==> src/rtl/reg_arbiter_if.sv <==
// Bus bundle between requesters and the shared-register arbiter.
// master = requester side, slave = arbiter side.
interface reg_arbiter_if #(
  parameter int W = 8,
  parameter int N = 4
);
  logic [N-1:0]   req;
  logic [N*W-1:0] din;
  logic [N-1:0]   gnt;
  logic [N-1:0]   ack;
  logic [W-1:0]   q;
  logic           busy;

  modport master (
    output req,
    output din,
    input  gnt,
    input  ack,
    input  q,
    input  busy
  );

  modport slave (
    input  req,
    input  din,
    output gnt,
    output ack,
    output q,
    output busy
  );
endinterface

==> src/rtl/reg_arbiter.sv <==
// N-way arbiter guarding one shared W-bit register; each write locks it for HOLD cycles.
// Define REG_ARBITER_RR_EN for round-robin selection; default is fixed priority (lowest index).
module reg_arbiter #(
  parameter int W    = 8,
  parameter int N    = 4,   // 2..8
  parameter int HOLD = 2    // 0..15
) (
  input  logic         clk,
  input  logic         rst,
  reg_arbiter_if.slave bus
);

  localparam int IW = $clog2(N);
  localparam logic [3:0] HOLD_LOAD = (HOLD > 0) ? 4'(HOLD - 1) : 4'd0;

  typedef enum logic [1:0] {
    S_IDLE,
    S_GRANT,
    S_HOLD
  } state_t;

  state_t         state_q, state_d;
  logic [N-1:0]   gnt_q, gnt_d;
  logic [N-1:0]   ack_q, ack_d;
  logic [W-1:0]   q_q, q_d;
  logic [3:0]     cnt_q, cnt_d;
  logic [IW-1:0]  owner_q, owner_d;
`ifdef REG_ARBITER_RR_EN
  logic [IW-1:0]  ptr_q, ptr_d;
`endif

  logic [N-1:0]   elig;
  logic           win_valid;
  logic [IW-1:0]  win_idx;

  // A requester whose ack is on the bus right now has not yet dropped req;
  // masking it stops a second service of the same request when HOLD=0.
  assign elig = bus.req & ~ack_q;

  // NOTE: every variable written in an always_comb gets a default first so no path leaves it unassigned (no latch).
  always_comb begin
    win_valid = 1'b0;
    win_idx   = '0;
`ifdef REG_ARBITER_RR_EN
    // Walk offsets from far to near so the nearest eligible index after ptr wins.
    for (int k = N; k >= 1; k--) begin
      if (elig[(int'(ptr_q) + k) % N]) begin
        win_valid = 1'b1;
        win_idx   = IW'((int'(ptr_q) + k) % N);
      end
    end
`else
    for (int i = N - 1; i >= 0; i--) begin
      if (elig[i]) begin
        win_valid = 1'b1;
        win_idx   = IW'(i);
      end
    end
`endif
  end

  // State and datapath registers.
  // NOTE: sequential state uses non-blocking assignments so every register samples pre-edge values.
  always_ff @(posedge clk or negedge rst) begin
    if (!rst) begin
      state_q <= S_IDLE;
      gnt_q   <= '0;
      ack_q   <= '0;
      q_q     <= '0;
      cnt_q   <= '0;
      owner_q <= '0;
`ifdef REG_ARBITER_RR_EN
      ptr_q   <= IW'(N - 1);
`endif
    end else begin
      state_q <= state_d;
      gnt_q   <= gnt_d;
      ack_q   <= ack_d;
      q_q     <= q_d;
      cnt_q   <= cnt_d;
      owner_q <= owner_d;
`ifdef REG_ARBITER_RR_EN
      ptr_q   <= ptr_d;
`endif
    end
  end

  // Next-state logic.
  always_comb begin
    state_d = state_q;
    unique case (state_q)
      S_IDLE:  if (win_valid) state_d = S_GRANT;
      S_GRANT: state_d = (HOLD == 0) ? S_IDLE : S_HOLD;
      S_HOLD:  if (cnt_q == 4'd0) state_d = S_IDLE;
      default: state_d = S_IDLE;
    endcase
  end

  // Output / datapath next values. ack defaults low so it is a single-cycle pulse.
  always_comb begin
    gnt_d   = gnt_q;
    ack_d   = '0;
    q_d     = q_q;
    cnt_d   = cnt_q;
    owner_d = owner_q;
`ifdef REG_ARBITER_RR_EN
    ptr_d   = ptr_q;
`endif
    unique case (state_q)
      S_IDLE: begin
        if (win_valid) begin
          gnt_d          = '0;
          gnt_d[win_idx] = 1'b1;
          owner_d        = win_idx;
`ifdef REG_ARBITER_RR_EN
          ptr_d          = win_idx;
`endif
        end
      end
      S_GRANT: begin
        // Only the owner's slice reaches q; other requesters' din is never looked at.
        q_d   = bus.din[int'(owner_q) * W +: W];
        ack_d = gnt_q;
        if (HOLD == 0) gnt_d = '0;
        else           cnt_d = HOLD_LOAD;
      end
      S_HOLD: begin
        if (cnt_q == 4'd0) gnt_d = '0;
        else               cnt_d = cnt_q - 4'd1;
      end
      default: begin
        gnt_d = '0;
      end
    endcase
  end

  assign bus.gnt  = gnt_q;
  assign bus.ack  = ack_q;
  assign bus.q    = q_q;
  assign bus.busy = (state_q != S_IDLE);

  a_gnt_onehot: assert property (@(posedge clk) disable iff (!rst) $onehot0(gnt_q));
  a_ack_onehot: assert property (@(posedge clk) disable iff (!rst) $onehot0(ack_q));
  a_ack_owner:  assert property (@(posedge clk) disable iff (!rst) (ack_q == '0) || ack_q[owner_q]);
  a_gnt_busy:   assert property (@(posedge clk) disable iff (!rst) (state_q == S_IDLE) == (gnt_q == '0));

endmodule

==> src/flat_wrapper.sv <==
// flat-port wrapper written by rule: the top's interface ports become plain ports
module reg_arbiter_flat 
#(
  parameter int W    = 8,
  parameter int N    = 4,          
  parameter int HOLD = 2            
)
  (clk, rst, bus_req, bus_din, bus_gnt, bus_ack, bus_q, bus_busy);
  reg_arbiter_if #(.W(W), .N(N)) bus_i ();
  input  logic clk;
  input  logic rst;
  input wire logic [$bits(bus_i.req)-1:0] bus_req;
  input wire logic [$bits(bus_i.din)-1:0] bus_din;
  output wire logic [$bits(bus_i.gnt)-1:0] bus_gnt;
  output wire logic [$bits(bus_i.ack)-1:0] bus_ack;
  output wire logic [$bits(bus_i.q)-1:0] bus_q;
  output wire logic [$bits(bus_i.busy)-1:0] bus_busy;
  assign bus_i.req = bus_req;
  assign bus_i.din = bus_din;
  assign bus_gnt = bus_i.gnt;
  assign bus_ack = bus_i.ack;
  assign bus_q = bus_i.q;
  assign bus_busy = bus_i.busy;
  reg_arbiter #(.W(W), .N(N), .HOLD(HOLD)) u_core (.clk(clk), .rst(rst), .bus(bus_i));
endmodule
==> config.mk <==
export PLATFORM = sky130hd
export DESIGN_NAME = reg_arbiter_flat
export DESIGN_NICKNAME = d
export VERILOG_FILES = /design/src/rtl/reg_arbiter_if.sv /design/src/rtl/reg_arbiter.sv /design/src/flat_wrapper.sv
export SDC_FILE = /design/constraint.sdc
export NUM_CORES = 1
export LEC_CHECK = 0
export CAP_MARGIN = 30
export CORE_MARGIN = 2
export CORE_UTILIZATION = 60
export DETAILED_ROUTE_END_ITERATION = 10
export DONT_BUFFER_PORTS = 1
export PLACE_DENSITY = 0.79
export SYNTH_ARGS = -nofsm -noshare
export SYNTH_HDL_FRONTEND = slang
export SYNTH_SLANG_ARGS = --single-unit
export TNS_END_PERCENT = 10
==> constraint.sdc <==
create_clock -name clk -period 3.65 [get_ports clk]
set_clock_uncertainty 0.15 [all_clocks]
set_input_delay 0.73 -clock clk [delete_from_list [all_inputs] [get_ports clk]]
set_output_delay 0.73 -clock clk [all_outputs]
set_load 0.01 [all_outputs]
## After elaboration in Yosys (flattened, before gate mapping)

Index checks and enable logic that the tools add are counted.

- Add/subtract/negate cells: 1
- $lt $le $gt $ge: 2
- Equality and inequality tests: 5
- Shift-type cells: 1
- Mux-type cells: 19
- Bitwise logic cells: 3
- Reduce and logical (&&, ||, !) cells: 9

Operators by type and width:

| cell | count |
|---|---|
| indexed part select 32 x 6 -> 8 bit | 1 |
| two-way mux 4 bit | 4 |
| two-way mux 2 bit | 6 |
| case mux 4 bit (3 select lines) | 1 |
| case mux 4 bit (2 select lines) | 1 |
| case mux 2 bit (3 select lines) | 1 |
| AND reduction 2 bit | 3 |
| two-way mux 1 bit | 5 |
| AND 4 bit | 1 |
| zero test 4 bit | 1 |
| inequality test 2 x 1 -> 1 bit, second input constant | 2 |
| NOT 4 bit | 1 |
| nonzero test 2 bit | 2 |
| subtractor 4 x 1 -> 4 bit, second input constant | 1 |
| less-than comparator 2 x 3 -> 1 bit, second input constant | 1 |
| AND reduction 3 bit | 1 |
| demux 1 bit (select 2 bit) | 1 |
| == test 2 x 1 -> 1 bit, second input constant | 1 |
| == test 2 bit, second input constant | 1 |
| >= comparator 2 x 1 -> 1 bit, second input constant | 1 |
| zero test 2 bit | 1 |
| inequality test 2 bit, second input constant | 1 |
| logical AND 1 bit | 1 |
| NOT 1 bit | 1 |

- Bits in registers: 24
- Output and inout bits: 17

## Longest topological paths before layout

Gate-level depths: netlist of the first run.

- Word-level depth: 12
- Depth in mapped cells: 6

## Worst setup path after synthesis of the first run

OpenSTA, ideal clock, no wires.

- Path kind: flip-flop to flip-flop
- Start point: register u_core.cnt_q[0]
- End point: register u_core.gnt_q[3], in the netlist u_core.bus.gnt[3]
- Library setup time: 0.122 ns
- Arrival time: 1.410 ns
- Data required time: 3.378 ns
- Path slack: 1.969 ns
- Cell stages (with the launch flop): 7
- Path buffers: 0
- Period minus slack after synthesis: 1.681 ns
- Cell sequence: dfrtp_1 > inv_1 > ha_1 > or4b_4 > nand2_4 > o31ai_2 > a32o_1

- Word-level cells in the longest chain between the ends: 3

Ends and longest elaborated chain:

| item | line | text |
|---|---|---|
| start, declared | reg_arbiter.sv:26 | `logic [3:0] cnt_q, cnt_d;` |
| start signal, assigned | reg_arbiter.sv:80 | `cnt_q <= cnt_d;` |
| zero test 4 bit | reg_arbiter.sv:128 | `if (cnt_q == 4'd0) gnt_d = '0;` |
| inequality test 2 x 1 -> 1 bit (no source line) | n/a |  |
| AND reduction 3 bit (no source line) | n/a |  |
| end signal, assigned | reg_arbiter.sv:77 | `gnt_q <= gnt_d;` |
| end, declared | reg_arbiter.sv:23 | `logic [N-1:0] gnt_q, gnt_d;` |

No other way between the ends.
A chain may end at the register's enable or synchronous reset.

## Worst setup path after layout of the first run

- Start point: register u_core.state_q[0]
- End point: output bus_busy

- Word-level cells in the longest chain between the ends: 1

Ends and longest elaborated chain:

| item | line | text |
|---|---|---|
| start, declared | reg_arbiter.sv:22 | `state_t state_q, state_d;` |
| start signal, assigned | reg_arbiter.sv:76 | `state_q <= state_d;` |
| nonzero test 2 bit | reg_arbiter.sv:140 | `assign bus.busy = (state_q != S_IDLE);` |
| end, declared | flat_wrapper.sv:17 | `output wire logic [$bits(bus_i.busy)-1:0] bus_busy;` |

No other way between the ends.

==> flow_metrics.env, run 1 <==
export IMPL_detailroute_via_count=882
export IMPL_cap_viol_max_count=0
export IMPL_route_detailed_drc=0
export IMPL_multi_input_comb_area_um2=604
export IMPL_sum_of_internal_switching_and_leakage_power_mw=1.11
export IMPL_drt_iter0_drc=12
export IMPL_initial_utilization=0.634
export IMPL_critical_path_max_stage_delay_ps=460
export IMPL_dieArea_um2=2450
export IMPL_path_max_fanout=7
export IMPL_power_density_relative_to_cell_area_nw_per_um2=836
export IMPL_clock_latency_of_the_later_clocked_register_in_the_worst_skew_pair_ps=310
export IMPL_synth_edf_count=0
export IMPL_drt_pass1_iterations=4
export IMPL_inserted_diodes=0
export IMPL_cts_resized=0
export IMPL_post_synthesis_sequential_area_ratio=0.483
export IMPL_ys_ff_latch=24
export IMPL_cts_made_buffers=3
export IMPL_clk_transition_reported_paths_ps=130
export IMPL_drt_wl_total_mm=2.56
export IMPL_die_y_um=49.5
export IMPL_layout_min_cycle_time_ps=2080
export IMPL_setup_viol=0
export IMPL_floorplan_rows=16
export IMPL_ys_types=32
export IMPL_hpwlAfterDp_mm=1.95
export IMPL_netlist_instances=112
export IMPL_synth_async_reset_ratio=1.00
export IMPL_grt_antenna_before_repair=0
export IMPL_relSlewSlack=0.399
export IMPL_path_delay_family="flip-flops"
export IMPL_worstHoldPathCells=1
export IMPL_cts_buffer_depth=2
export IMPL_num_io_pins=55
export IMPL_vias_per_cell=6.26
export IMPL_fill_cells=151
export IMPL_timing_critical_path_to_type="primary output"
export IMPL_largest_net_degree_at_the_start_of_global_routing=25
export IMPL_preCtsSetupSlack_ps=1890
export IMPL_worst_margin_slew_ps=899
export IMPL_final_core_utilization=0.674
export IMPL_grt_pass1_wl_mm=4.29
export IMPL_tritoncts="built"
export IMPL_area_sequential_um2=601
export IMPL_clock_sinks=24
export IMPL_path_depth=2
export IMPL_gr_total_overflow=0
export IMPL_static_leakage_nw=0.619
export IMPL_status="finished, final reports clean"
export IMPL_setup_total_negative_slack_ps=0
export IMPL_global_route_usage_met3=0.0667
export IMPL_synth_net_count=151
export IMPL_numPortBuffers=0
export IMPL_drive_above_1_share=0.167
export IMPL_worst_ep_required_ps=2770
export IMPL_nNetsFinal=154
export IMPL_flow_area_growth_from_synthesis_pct=6.34
export IMPL_r2r_cells=6
export IMPL_core_area_um2=1960
export IMPL_synthesis_area_per_instance_um2=11.1
export IMPL_synthesis_area_um2=1240
export IMPL_die_width_um=49.5
export IMPL_worst_path_buf_inv=1
export IMPL_worstSetupPathType="reg -> out"
export IMPL_start_kind="flip-flop"
export IMPL_timing_max_transition_violations_final=0
export IMPL_crit_slowest_cell="dfrtp_1"
export IMPL_cp_arrival_ps=1200
export IMPL_grt_total_usage=0.231
export IMPL_crit_path_cell_trace="nor2_2 > inv_2"
export IMPL_ir_drop_v=0.000433
export IMPL_ys_flop_type="dfrtp_1"
export IMPL_count_of_h_tree_levels_built_during_cts=1
export IMPL_post_route_worst_setup_slack_ps=1570
export IMPL_top_usage_layer="met2"
export IMPL_cts_root_buf="clkbuf_4"
export IMPL_detail_route_antenna_nets=0
export IMPL_fin_crit_sh=0.569
export IMPL_post_cts_setup_buffers=0
export IMPL_place_congestion=0.754
export IMPL_grt_util_met2=0.380
export IMPL_first_global_vias=924
export IMPL_holdBufCountCts=1
export IMPL_holdCritPathClass="reg -> reg"
export IMPL_rsz0062_at_grt="no"
export IMPL_hold_viol=0
export IMPL_synth_warning_count=0
export IMPL_drt_wirelength_per_cell_um=18.2
export IMPL_grt_util_met1=0.298
export IMPL_timing_fmax_mhz=481
## per-stage QoR
stage	cells	hold WS (ps)	cell area, um^2
final	141	353	1320
after global routing	141	397	1320
after CTS	140	353	1310
after detailed placement	135	285	1260
after global placement	135	285	1260
after floorplan	112	284	1240
## layout by cell type, fill, tap and decap left out
cell type	Yosys	routed
nand2_1	29	29
dfrtp_1	24	24
mux4_2	8	8
inv_1	5	5
a21oi_1	5	5
and2_1	4	4
nor2b_1	3	3
nand2b_1	3	3
clkbuf_4	0	3
xor2_1	2	2
nor3b_1	2	2
a22o_1	2	2
o2bb2ai_1	2	2
mux2i_1	2	2
nor2_2	1	1
inv_2	1	1
or2b_1	1	1
o21ai_4	1	1
or4b_4	1	1
nand2_4	1	1
o31ai_2	1	1
nor4_1	1	1
a21o_1	1	1
nor3_1	1	1
o21ai_1	1	1
o31ai_1	1	1
nand3b_1	1	1
o21a_1	1	1
nor2_1	1	1
a32o_1	1	1
ha_1	1	1
clkbuf_8	0	1
dlygate4sd3_1	0	1
buf_8	0	1
## where the power goes
| group | leakage [nW] | total [mW] | internal (mW) | switching, mW |
|---|---|---|---|---|
| combinational | 0.292 | 0.444 | 0.214 | 0.230 |
| clock | 0.0210 | 0.140 | 0.0609 | 0.0789 |
| sequential | 0.307 | 0.522 | 0.370 | 0.151 |
## sequential cells by signal (all words and copies together) (netlist names)
name / count
u_core.bus.q: 8
u_core.state_q: 2
u_core.owner_q: 2
u_core.cnt_q: 4
u_core.bus.gnt: 4
u_core.bus.ack: 4
## cell usage after synthesis (all sizes together) (2+ instances only)
library cell | n | area share
a21oi | 5 | 0.020
a22o | 2 | 0.014
and2 | 4 | 0.020
clkbuf | 3 | 0.0091
dfrtp | 24 | 0.48
inv | 6 | 0.018
mux2i | 2 | 0.016
mux4 | 8 | 0.14
nand2 | 30 | 0.097
nand2b | 3 | 0.015
nor2 | 2 | 0.0080
nor2b | 3 | 0.015
nor3b | 2 | 0.012
o21ai | 2 | 0.017
o2bb2ai | 2 | 0.014
o31ai | 2 | 0.016
xor2 | 2 | 0.014
## path summary, 6_finish.rpt
kind                       slack (ps)                          start                     endpoint
max reg2reg                      1870    u_core.cnt_q[0]$_DFFE_PN0P_  u_core.cnt_q[2]$_DFFE_PN0P_
max in group asynchronous        2170                            rst  u_core.cnt_q[3]$_DFFE_PN0P_
min reg2reg                       350    u_core.cnt_q[0]$_DFFE_PN0P_  u_core.cnt_q[0]$_DFFE_PN0P_
min                               350    u_core.cnt_q[0]$_DFFE_PN0P_  u_core.cnt_q[0]$_DFFE_PN0P_
min in group asynchronous         690                            rst  u_core.bus.q[3]$_DFFE_PN0P_
max                              1570  u_core.state_q[0]$_DFFE_PN0P_                     bus_busy
## routing by layer
| layer | part of all wire | vias to the layer above | routed length, um |
|---|---|---|---|
| li1 | - | 393 | - |
| met1 | 0.39 | 437 | 1010 |
| met2 | 0.51 | 48 | 1300 |
| met3 | 0.093 | 4 | 239 |
| met4 | 0.0059 | 0 | 15 |
| met5 | 0 | - | 0 |
## layout make-up
cell class / instances / area share
Clock buffer: 4 / 0.0274
Tap cell: 27 / 0.0255
Sequential cell: 24 / 0.454
Inverter: 6 / 0.0170
Multi-Input combinational cell: 78 / 0.457
Timing Repair Buffer: 2 / 0.0189
## cells by family (layout without fill, tap and decap cells)
group	count (synthesis)	in the layout	synth area share
compound gates	16	16	0.102
xor+xnor	2	2	0.0141
fa+ha+maj	1	1	0.0101
buf+inv	10	12	0.0312
flops	24	24	0.483
mux	10	10	0.161
simple gates	49	49	0.199
(Power assumes the default switching activity.)
==> inputs of run 2 (changes only) <==
--- a/config.mk
+++ b/config.mk
@@ -7,10 +7,10 @@
 export LEC_CHECK = 0
 export CAP_MARGIN = 30
 export CORE_MARGIN = 2
-export CORE_UTILIZATION = 60
+export CORE_UTILIZATION = 55
 export DETAILED_ROUTE_END_ITERATION = 10
 export DONT_BUFFER_PORTS = 1
-export PLACE_DENSITY = 0.79
+export PLACE_DENSITY = 0.76
 export SYNTH_ARGS = -nofsm -noshare
 export SYNTH_HDL_FRONTEND = slang
 export SYNTH_SLANG_ARGS = --single-unit
==> constraint.sdc (replaced) <==
create_clock -name clk -period 1.8 [get_ports clk]
set_clock_uncertainty 0.15 [all_clocks]
set_input_delay 0.36 -clock clk [delete_from_list [all_inputs] [get_ports clk]]
set_output_delay 0.36 -clock clk [all_outputs]
set_load 0.01 [all_outputs]
==> flow_metrics.env, run 2 (synthesized netlist as in run 1, its figures left out) <==
export IMPL_floorplan_rows=17
export IMPL_drt_wirelength_per_cell_um=17.0
export IMPL_tritoncts="built"
export IMPL_grt_total_usage=0.215
export IMPL_detail_route_antenna_nets=0
export IMPL_power_frac_clock=0.100
export IMPL_status="finished with violations"
export IMPL_timing_fmax_mhz=553
export IMPL_fill_cells=189
export IMPL_drt_iter0_drc=11
export IMPL_route_detailed_drc=0
export IMPL_worst_ep_required_ps=1860
export IMPL_initial_utilization=0.573
export IMPL_dieArea_um2=2660
export IMPL_place_congestion=0.859
export IMPL_drt_pass1_iterations=4
export IMPL_count_of_h_tree_levels_built_during_cts=1
export IMPL_share_seq_of_total_power=0.442
export IMPL_clk_transition_reported_paths_ps=120
export IMPL_holdCritPathClass="in -> reg"
export IMPL_core_area_um2=2170
export IMPL_worstSetupPathType="reg -> reg"
export IMPL_static_leakage_nw=0.650
export IMPL_layout_cells_most_common_list="nand2_1, dfrtp_1, mux4_2, buf_4"
export IMPL_timing_critical_path_to_type="flip-flop"
export IMPL_relSlewSlack=0.500
export IMPL_drive_above_1_share=0.210
export IMPL_setup_viol=1
export IMPL_cts_buffer_depth=2
export IMPL_nNetsFinal=160
export IMPL_layout_min_cycle_time_ps=1810
export IMPL_hold_viol=0
export IMPL_die_y_um=51.6
export IMPL_multi_input_comb_area_um2=609
export IMPL_cts_made_buffers=3
export IMPL_numPortBuffers=0
export IMPL_clock_sinks=24
export IMPL_grt_antenna_before_repair=0
export IMPL_fin_crit_sh=1.00
export IMPL_first_global_vias=914
export IMPL_finalHoldWorstSlack_ps=98.1
export IMPL_num_io_pins=55
export IMPL_clock_latency_of_the_later_clocked_register_in_the_worst_skew_pair_ps=310
export IMPL_path_max_fanout=5
export IMPL_rsz0062_at_grt="yes"
export IMPL_cp_arrival_ps=1860
export IMPL_drt_wl_total_mm=2.49
export IMPL_detailroute_via_count=853
export IMPL_grt_pass1_wl_mm=4.12
export IMPL_final_common_cell="nand2_1"
export IMPL_post_route_worst_setup_slack_ps=-7.28
export IMPL_failed_checks="setup timing"
export IMPL_inserted_diodes=0
export IMPL_vias_per_cell=5.80
export IMPL_flow_area_growth_from_synthesis_pct=10.4
export IMPL_die_width_um=51.6
export IMPL_start_kind="flip-flop"
export IMPL_hpwlAfterDp_mm=1.87
export IMPL_sum_of_internal_switching_and_leakage_power_mw=2.29
export IMPL_worst_margin_slew_ps=748
export IMPL_ir_drop_v=0.000845
export IMPL_largest_net_degree_at_the_start_of_global_routing=25
export IMPL_max_ffs_per_register=8
export IMPL_cap_viol_max_count=0
export IMPL_power_density_relative_to_cell_area_nw_per_um2=1670
export IMPL_power_combinational_fraction=0.458
export IMPL_area_sequential_um2=601
export IMPL_timing_max_transition_violations_final=0
export IMPL_power_share_switching=0.410
export IMPL_gr_total_overflow=0
export IMPL_cts_root_buf="clkbuf_4"
export IMPL_internal_power_mw=1.35
export IMPL_net_switching_power_of_the_design_mw=0.938
## run 2: changes by cell type in the layout (fill, tap and decap cells not counted), sizes merged
cell,previous run,this run
buf,1,7
clkbuf,4,3
## run 2: metrics by stage
| stage | instance area (um^2) | setup slack, ps | std cells | setup TNS (ps) | util |
|---|---|---|---|---|---|
| finish | 1370 | -7.28 | 147 | -7.28 | 0.633 |
| global route | 1370 | -65.2 | 147 | -147 | 0.633 |
| CTS | 1340 | 1.18 | 146 | 0 | 0.618 |
| detailed placement | 1290 | 2.11 | 140 | 0 | 0.596 |
| global placement | 1290 | 91.0 | 140 | 0 | 0.596 |
| floorplan | 1240 | 119 | 112 | 0 | - |
## run 2: per-layer routing
| layer | GRT usage | up-vias | share of wire |
|---|---|---|---|
| met4 | 0.0921 | 0 | 0.0076 |
| met3 | 0.0431 | 2 | 0.051 |
| met5 | 0 | - | 0 |
| li1 | - | 402 | - |
| met1 | 0.285 | 420 | 0.41 |
| met2 | 0.346 | 29 | 0.53 |
## run 2: what timing repair did
action                                  in CTS  in global routing
hold endpoints to repair                    24                  0
setup buffers                                2                  0
resized for setup                            0                  1
endpoints found under the setup margin       3                  6
hold buffers                                 1                  0
## run 2: critical path: stages (launching register included)
cell,delay (ps)
dfrtp_1,410
inv_1,80
ha_1,180
or4b_4,500
nand2_4,110
o31ai_2,80
a32o_1,210
## run 2: path summary, 6_finish.rpt
check                                                 start                       endpoint  slack [ps]  depth (start not counted)
worst max-delay path            u_core.cnt_q[1]$_DFFE_PN0P_  u_core.bus.gnt[3]$_DFFE_PN0P_          -7                          6
min in group asynchronous                               rst    u_core.bus.ack[3]$_DFF_PN0_         220                          1
max in group asynchronous                               rst    u_core.bus.ack[1]$_DFF_PN0_         880                          2
worst max register to register  u_core.cnt_q[1]$_DFFE_PN0P_  u_core.bus.gnt[3]$_DFFE_PN0P_          -7                          6
worst min-delay path                             bus_req[1]  u_core.bus.gnt[1]$_DFFE_PN0P_         100                          2
worst min register to register  u_core.bus.q[0]$_DFFE_PN0P_    u_core.bus.q[0]$_DFFE_PN0P_         420                          2
## run 2: power by group through the flow
stage / clock, mW / sequential (mW) / combinational (mW)
6_report: 0.229 / 1.01 / 1.05
5_1_grt: 0.253 / 1.04 / 1.18
4_1_cts: 0.234 / 1.01 / 1.05
3_5_place_dp: 0 / 1.03 / 0.992
3_3_place_gp: 0 / 1.03 / 0.947
2_1_floorplan: 0 / 0.951 / 0.822
## run 2: layout make-up
type,instances,area share
well taps,28,0.0255
multi-input cells,78,0.444
clock buffers,3,0.0164
repair buffers,8,0.0602
flip-flops and latches,24,0.438
inverters,6,0.0164
